<file path="src/rtl/stuff_or_data_pkg.sv">
// Shared types and limits for the multi-lane stuff/data slot distributor.
package stuff_or_data_pkg;

  localparam int SOD_MAX_LANES = 8;

  typedef enum logic {
    SOD_SPREAD     = 1'b0,
    SOD_DATA_FIRST = 1'b1
  } sod_mode_e;

  typedef enum logic [1:0] {
    IDLE = 2'd0,
    RUN  = 2'd1,
    DONE = 2'd2,
    ERR  = 2'd3
  } sod_state_e;

endpackage

</file>
<file path="src/rtl/sod_acc_step.sv">
// One slot decision: Bresenham-style accumulator step for spread mode,
// simple threshold on the slot number for data-first mode.
import stuff_or_data_pkg::*;

module sod_acc_step #(
  parameter int MPT_W = 8
) (
  input  logic [MPT_W-1:0] acc,
  input  logic [MPT_W-1:0] cm,
  input  logic [MPT_W-1:0] pm,
  input  sod_mode_e        mode,
  input  logic [MPT_W:0]   j,
  output logic             ds,
  output logic [MPT_W-1:0] acc_next
);

  logic [MPT_W:0] s;
  logic           wrap;

  always_comb begin
    s    = {1'b0, acc} + {1'b0, cm};
    wrap = (s >= {1'b0, pm});
    // acc stays below pm, so the remainder always fits back into MPT_W bits
    acc_next = wrap ? MPT_W'(s - {1'b0, pm}) : MPT_W'(s);
    if (mode == SOD_DATA_FIRST) ds = (j <= {1'b0, cm});
    else                        ds = wrap;
  end

endmodule

</file>
<file path="src/rtl/stuff_or_data_mc.sv">
// Frame-level stuff/data distributor: decides LANES consecutive slots per
// accepted beat, owns the frame FSM, config registers and sticky flags.
import stuff_or_data_pkg::*;

module stuff_or_data_mc #(
  parameter int MPT_W = 8,
  parameter int LANES = 1
) (
  input  logic             clk,
  input  logic             rst,
  input  logic [MPT_W-1:0] pm,
  input  logic [MPT_W-1:0] cm,
  input  logic             mode,
  input  logic             sof,
  input  logic             valid_in,
  output logic             sof_out,
  output logic             valid_out,
  output logic             eof_out,
  output logic [LANES-1:0] lane_vld,
  output logic [LANES-1:0] ds,
  output logic [MPT_W-1:0] slot_idx,
  output logic             cfg_err,
  output logic             overrun
);

  localparam int CW = MPT_W + 1;

  sod_state_e       state, state_nxt;
  logic [MPT_W-1:0] pm_r, cm_r, acc_r;
  sod_mode_e        mode_r;
  logic [CW-1:0]    j_r;

  logic [MPT_W-1:0] pm_e, cm_e, acc_e;
  sod_mode_e        mode_e;
  logic [CW-1:0]    j_e, last_slot;
  logic [MPT_W-1:0] acc_chain [LANES+1];
  logic [CW-1:0]    j_lane [LANES];
  logic [LANES-1:0] step_ds, in_frame;
  logic             cfg_bad, eof_beat, beat, load, cfg_nxt, ovr_nxt;

  // A sof beat decides slots 1..LANES of the new frame with the fresh config.
  always_comb begin
    pm_e   = sof ? pm : pm_r;
    cm_e   = sof ? cm : cm_r;
    mode_e = sof ? sod_mode_e'(mode) : mode_r;
    acc_e  = sof ? '0 : acc_r;
    j_e    = sof ? CW'(1) : j_r;
  end

  assign acc_chain[0] = acc_e;

  for (genvar k = 0; k < LANES; k++) begin : g_lane
    assign j_lane[k]   = j_e + CW'(k);
    assign in_frame[k] = (j_lane[k] <= {1'b0, pm_e});
    sod_acc_step #(.MPT_W(MPT_W)) u_step (
      .acc      (acc_chain[k]),
      .cm       (cm_e),
      .pm       (pm_e),
      .mode     (mode_e),
      .j        (j_lane[k]),
      .ds       (step_ds[k]),
      .acc_next (acc_chain[k+1])
    );
  end

  assign last_slot = j_e + CW'(LANES - 1);
  assign eof_beat  = (last_slot >= {1'b0, pm_e});
  assign cfg_bad   = (pm == '0) || (cm > pm);

  always_comb begin
    state_nxt = state;
    beat      = 1'b0;
    load      = 1'b0;
    cfg_nxt   = cfg_err;
    ovr_nxt   = overrun;
    if (sof) begin
      ovr_nxt = 1'b0;
      if (cfg_bad) begin
        cfg_nxt   = 1'b1;
        state_nxt = ERR;
      end else begin
        cfg_nxt   = 1'b0;
        load      = 1'b1;
        state_nxt = RUN;
        if (valid_in) begin
          beat = 1'b1;
          if (eof_beat) state_nxt = DONE;
        end
      end
    end else begin
      case (state)
        RUN: begin
          if (valid_in) begin
            beat = 1'b1;
            if (eof_beat) state_nxt = DONE;
          end
        end
        DONE:    if (valid_in) ovr_nxt = 1'b1;
        default: ;
      endcase
    end
  end

  always_ff @(posedge clk or posedge rst) begin
    if (rst) state <= IDLE;
    else     state <= state_nxt;
  end

  always_ff @(posedge clk or posedge rst) begin
    if (rst) begin
      pm_r      <= '0;
      cm_r      <= '0;
      mode_r    <= SOD_SPREAD;
      acc_r     <= '0;
      j_r       <= '0;
      sof_out   <= 1'b0;
      valid_out <= 1'b0;
      eof_out   <= 1'b0;
      lane_vld  <= '0;
      ds        <= '0;
      slot_idx  <= '0;
      cfg_err   <= 1'b0;
      overrun   <= 1'b0;
    end else begin
      sof_out   <= sof;
      valid_out <= beat;
      eof_out   <= beat & eof_beat;
      lane_vld  <= beat ? in_frame : '0;
      ds        <= beat ? (step_ds & in_frame) : '0;
      slot_idx  <= beat ? j_e[MPT_W-1:0] : '0;
      cfg_err   <= cfg_nxt;
      overrun   <= ovr_nxt;
      if (load) begin
        pm_r   <= pm;
        cm_r   <= cm;
        mode_r <= sod_mode_e'(mode);
      end
      if (load || beat) begin
        acc_r <= beat ? acc_chain[LANES] : '0;
        j_r   <= beat ? (j_e + CW'(LANES)) : CW'(1);
      end
    end
  end

endmodule

</file>
<file path="config.mk">
export PLATFORM = sky130hd
export DESIGN_NAME = stuff_or_data_mc
export DESIGN_NICKNAME = d
export VERILOG_FILES = /design/src/rtl/stuff_or_data_pkg.sv /design/src/rtl/sod_acc_step.sv /design/src/rtl/stuff_or_data_mc.sv
export SDC_FILE = /design/constraint.sdc
export NUM_CORES = 1
export LEC_CHECK = 0
export BUFFER_PORTS_ARGS = -buffer_cell sky130_fd_sc_hd__buf_4
export CORE_MARGIN = 4
export CORE_UTILIZATION = 55
export CTS_CLUSTER_SIZE = 24
export DETAILED_ROUTE_END_ITERATION = 8
export HOLD_SLACK_MARGIN = 0.15
export PLACE_DENSITY = 0.75
export REMOVE_ABC_BUFFERS = 1
export SYNTH_ARGS = -nofsm -noshare
export SYNTH_HDL_FRONTEND = slang
export SYNTH_SLANG_ARGS = --single-unit
</file>
<file path="constraint.sdc">
create_clock -name clk -period 5 [get_ports clk]
set_clock_uncertainty 0.05 [all_clocks]
set_input_delay 0.25 -clock clk [delete_from_list [all_inputs] [get_ports clk]]
set_output_delay 0.25 -clock clk [all_outputs]
set_load 0.02 [all_outputs]
</file>
==> flow_summary.yaml <==
grt:
  grt_pass1_vias: 2996
  grt_pass1_wl_um: 15000
  grt_max_degree: 52
  gr-usage-all-layers: 0.249
  antenna_found_initial: 0
  grt-ovfl-total: 0
worst_setup_path:
  r2r_cells: 15
  crit_fanout: 10
  cp-start-kind: "primary input"
  critPathKind: "in -> reg"
  startpoint: "cm[0]"
  crit_end: "acc_r[7]"
  timing.rr.end: "acc_r[7]"
  critPathRequiredTime_ps: 5150
  timing.rr.start: "cm_r[0]"
  r2r_setup_slack_ps: 980
  worstPathArrival_ps: 4420
  cp-end-kind: "register"
power:
  internal_power_uw: 993
  p_sw_uw: 648
  ir_worst_vdd_v: 0.000249
  p_per_area_mw_per_mm2: 389
  p_clk_frac: 0.159
  comb_power_share: 0.524
  switching_share: 0.395
  pwr-share-seq: 0.317
  power_mw: 1.64
  p_leak_nw: 2.10
detailed_routing:
  drt_wl_total_um: 8880
  drc: 0
  ant_nets: 0
  drtPass1Iterations: 6
  wl_per_cell_um: 18.0
  route.vias.total: 2929
  drt_iter0_drc: 173
  via_per_inst: 5.94
clock_network:
  root_buffer: "clkbuf_8"
  cts.sinks: 51
  cts-htree-levels: 2
  cts_tree: "yes"
  path_clk_slew_ps: 100
  clk_latency_ps: 320
  cts_buffer_depth: 2
  cts_resized: 0
  postCtsSetupBuffers: 0
  cts.hold.buffers_added: 12
  numCtsBuffers: 5
synth:
  synthDistinctLibCells: 45
  yosys_warnings: 0
  synth_area_mm2: 0.00365
  async_reset_ff_frac: 1.00
  yosysTopAreaCellShare: 0.349
  ys_seq_elements: 51
  syn_inst: 367
  ys_seq_area_frac: 0.349
  synth_top_flop_cell: "dfrtp_1"
  synth_edf_count: 0
  avgSynthCellArea_um2: 9.96
  synth_area_leaders: "dfrtp_1, ha_1, mux2i_1"
  synth_top_area_cell: "dfrtp_1"
place:
  place.gp.congestion: 0.934
  place_area_mm2: 0.00400
  portBuffers: 35
  preCtsSetupSlack_ps: 756
  dp_hpwl_um: 6750
floorplan:
  design.die.area_mm2: 0.00801
  coreArea_mm2: 0.00639
  ios: 36
  die_w_um: 89.5
  start_util: 0.572
  rows: 29
  die_h_um: 89.5
sta:
  setup_ws_ps: 726
  max_freq_ghz: 0.234
  tightest_slew_ps: 1070
  setup_viol: 0
  final.setup.tns_ps: 0
  slew_violations: 0
  hold_violations: 0
  relSlewSlack: 0.289
  period_share: 0.855
  rsz0062_at_grt: "false"
  period_needed_ps: 4270
min_path:
  worstHoldPathType: "in -> async"
final_layout:
  drive_gt1_frac: 0.168
  nets: 479
  num_antenna_cells: 0
  syn_to_final_growth_pct: 15.4
  final_area_mm2: 0.00422
outcome:
  status: "finished, final reports clean"
run:
  maxCapViolCount: 0
## area by class of cell
| class | instances | area [um2] |
|---|---|---|
| Inverter | 29 | 109 |
| Tap cell | 77 | 96.3 |
| Clock inverter | 2 | 13.8 |
| Sequential cell | 51 | 1280 |
| Clock buffer | 6 | 82.6 |
| Multi-Input combinational cell | 278 | 2240 |
| Fill cell | 515 | 2170 |
| Timing Repair Buffer | 50 | 405 |
## worst max-delay path, cell delays in order
cell and delay, ps:
dlygate4sd3_1 540, buf_4 150, mux2_2 280, ha_1 250, fa_1 430, a211o_1 330
a21oi_1 140, o21bai_1 80, xor2_1 240, ha_1 330, a21oi_1 150, o21ai_0 130
o21bai_1 210, a2111oi_4 350, buf_4 250, mux2i_1 230, o2bb2ai_1 90
## cell usage after synthesis (2+ instances only)
cell type and n:
o211ai_1 3, nor3_1 4, a22oi_1 3, nand2_1 13, a22o_1 4, o21a_1 10, nand4_1 8, ha_1 41
xnor2_1 7, mux2i_1 24, fa_1 2, nand3_1 7, or4_1 2, o21bai_1 3, inv_1 29, buf_1 2
clkbuf_1 7, a31oi_1 2, and2_1 6, nor2_1 18, o21ai_0 13, a21oi_1 16, a221oi_1 2, a211oi_1 7
o22ai_1 4, nor2b_1 21, xor2_1 6, a21o_1 5, o2bb2ai_1 5, dfrtp_1 51, nand2b_1 7, nand3b_1 2
nor4_1 3, mux2_2 19
## kinds of logic (layout without fill, tap and decap cells)
group | after synthesis | after routing | share of synthesized area
muxes | 43 | 43 | 0.124
AOI/OAI and AO/OA | 84 | 84 | 0.164
adders and majority gates | 43 | 43 | 0.151
and+or+nand+nor | 95 | 95 | 0.141
xor gates and xnor gates | 13 | 13 | 0.0312
buffers and inverters | 38 | 87 | 0.0390
DFF | 51 | 51 | 0.349
## worst min path at each step
stage	startpoint	cells past startpoint	slack, ps	endpoint
after floorplan	sof	0	230	sof_out
after global placement	j_r[8]	1	400	j_r[8]
after detailed placement	j_r[8]	1	410	j_r[8]
after CTS	pm[5]	2	150	pm_r[5]
after global routing	pm[5]	2	150	pm_r[5]
final	rst	2	150	cfg_err
## metrics by stage
| stage | hold WS [ps] | std cells | utilization |
|---|---|---|---|
| finish | 146 | 493 | 0.661 |
| global route | 150 | 493 | 0.661 |
| CTS | 154 | 493 | 0.661 |
| detailed placement | 408 | 473 | 0.627 |
| global placement | 404 | 473 | 0.627 |
| floorplan | 231 | 358 | - |
## metal layers
| metal | track usage | share of wire |
|---|---|---|
| met3 | 0.0323 | 0.046 |
| met5 | 0 | 0 |
| met2 | 0.416 | 0.48 |
| met4 | 0.0744 | 0.020 |
| met1 | 0.336 | 0.45 |
## placed cells by master (no fill, tap or decap), types with 2 or more instances in the layout
cell	n
dfrtp_1	51
ha_1	41
buf_4	38
inv_1	28
mux2i_1	24
nor2b_1	21
mux2_2	19
nor2_1	18
a21oi_1	16
nand2_1	13
o21ai_0	13
dlygate4sd3_1	12
o21a_1	10
nand4_1	8
nand2b_1	7
nand3_1	7
xnor2_1	7
a211oi_1	7
and2_1	6
xor2_1	6
clkbuf_8	6
o2bb2ai_1	5
a21o_1	5
a22o_1	4
o22ai_1	4
nor3_1	4
o211ai_1	3
nor4_1	3
a22oi_1	3
o21bai_1	3
nand3b_1	2
or4_1	2
a31oi_1	2
a221oi_1	2
fa_1	2
## registers in the layout (all words and copies together), names as in the netlist
signal and flops:
acc_r 8, ds 1, slot_idx 8, mode_r 1, lane_vld 1, sof_out 1, eof_out 1, pm_r 8
valid_out 1, overrun 1, cfg_err 1, j_r 9, state 2, cm_r 8
## power by group through the flow
stage / Combinational, mW / Clock, mW / Sequential (mW)
global placement: 0.827 / 0 / 0.525
finish: 0.860 / 0.262 / 0.520
CTS: 0.856 / 0.265 / 0.519
detailed placement: 0.844 / 0 / 0.525
global route: 0.962 / 0.281 / 0.530
floorplan: 0.638 / 0 / 0.522
Power figures use the tool's default switching activity.
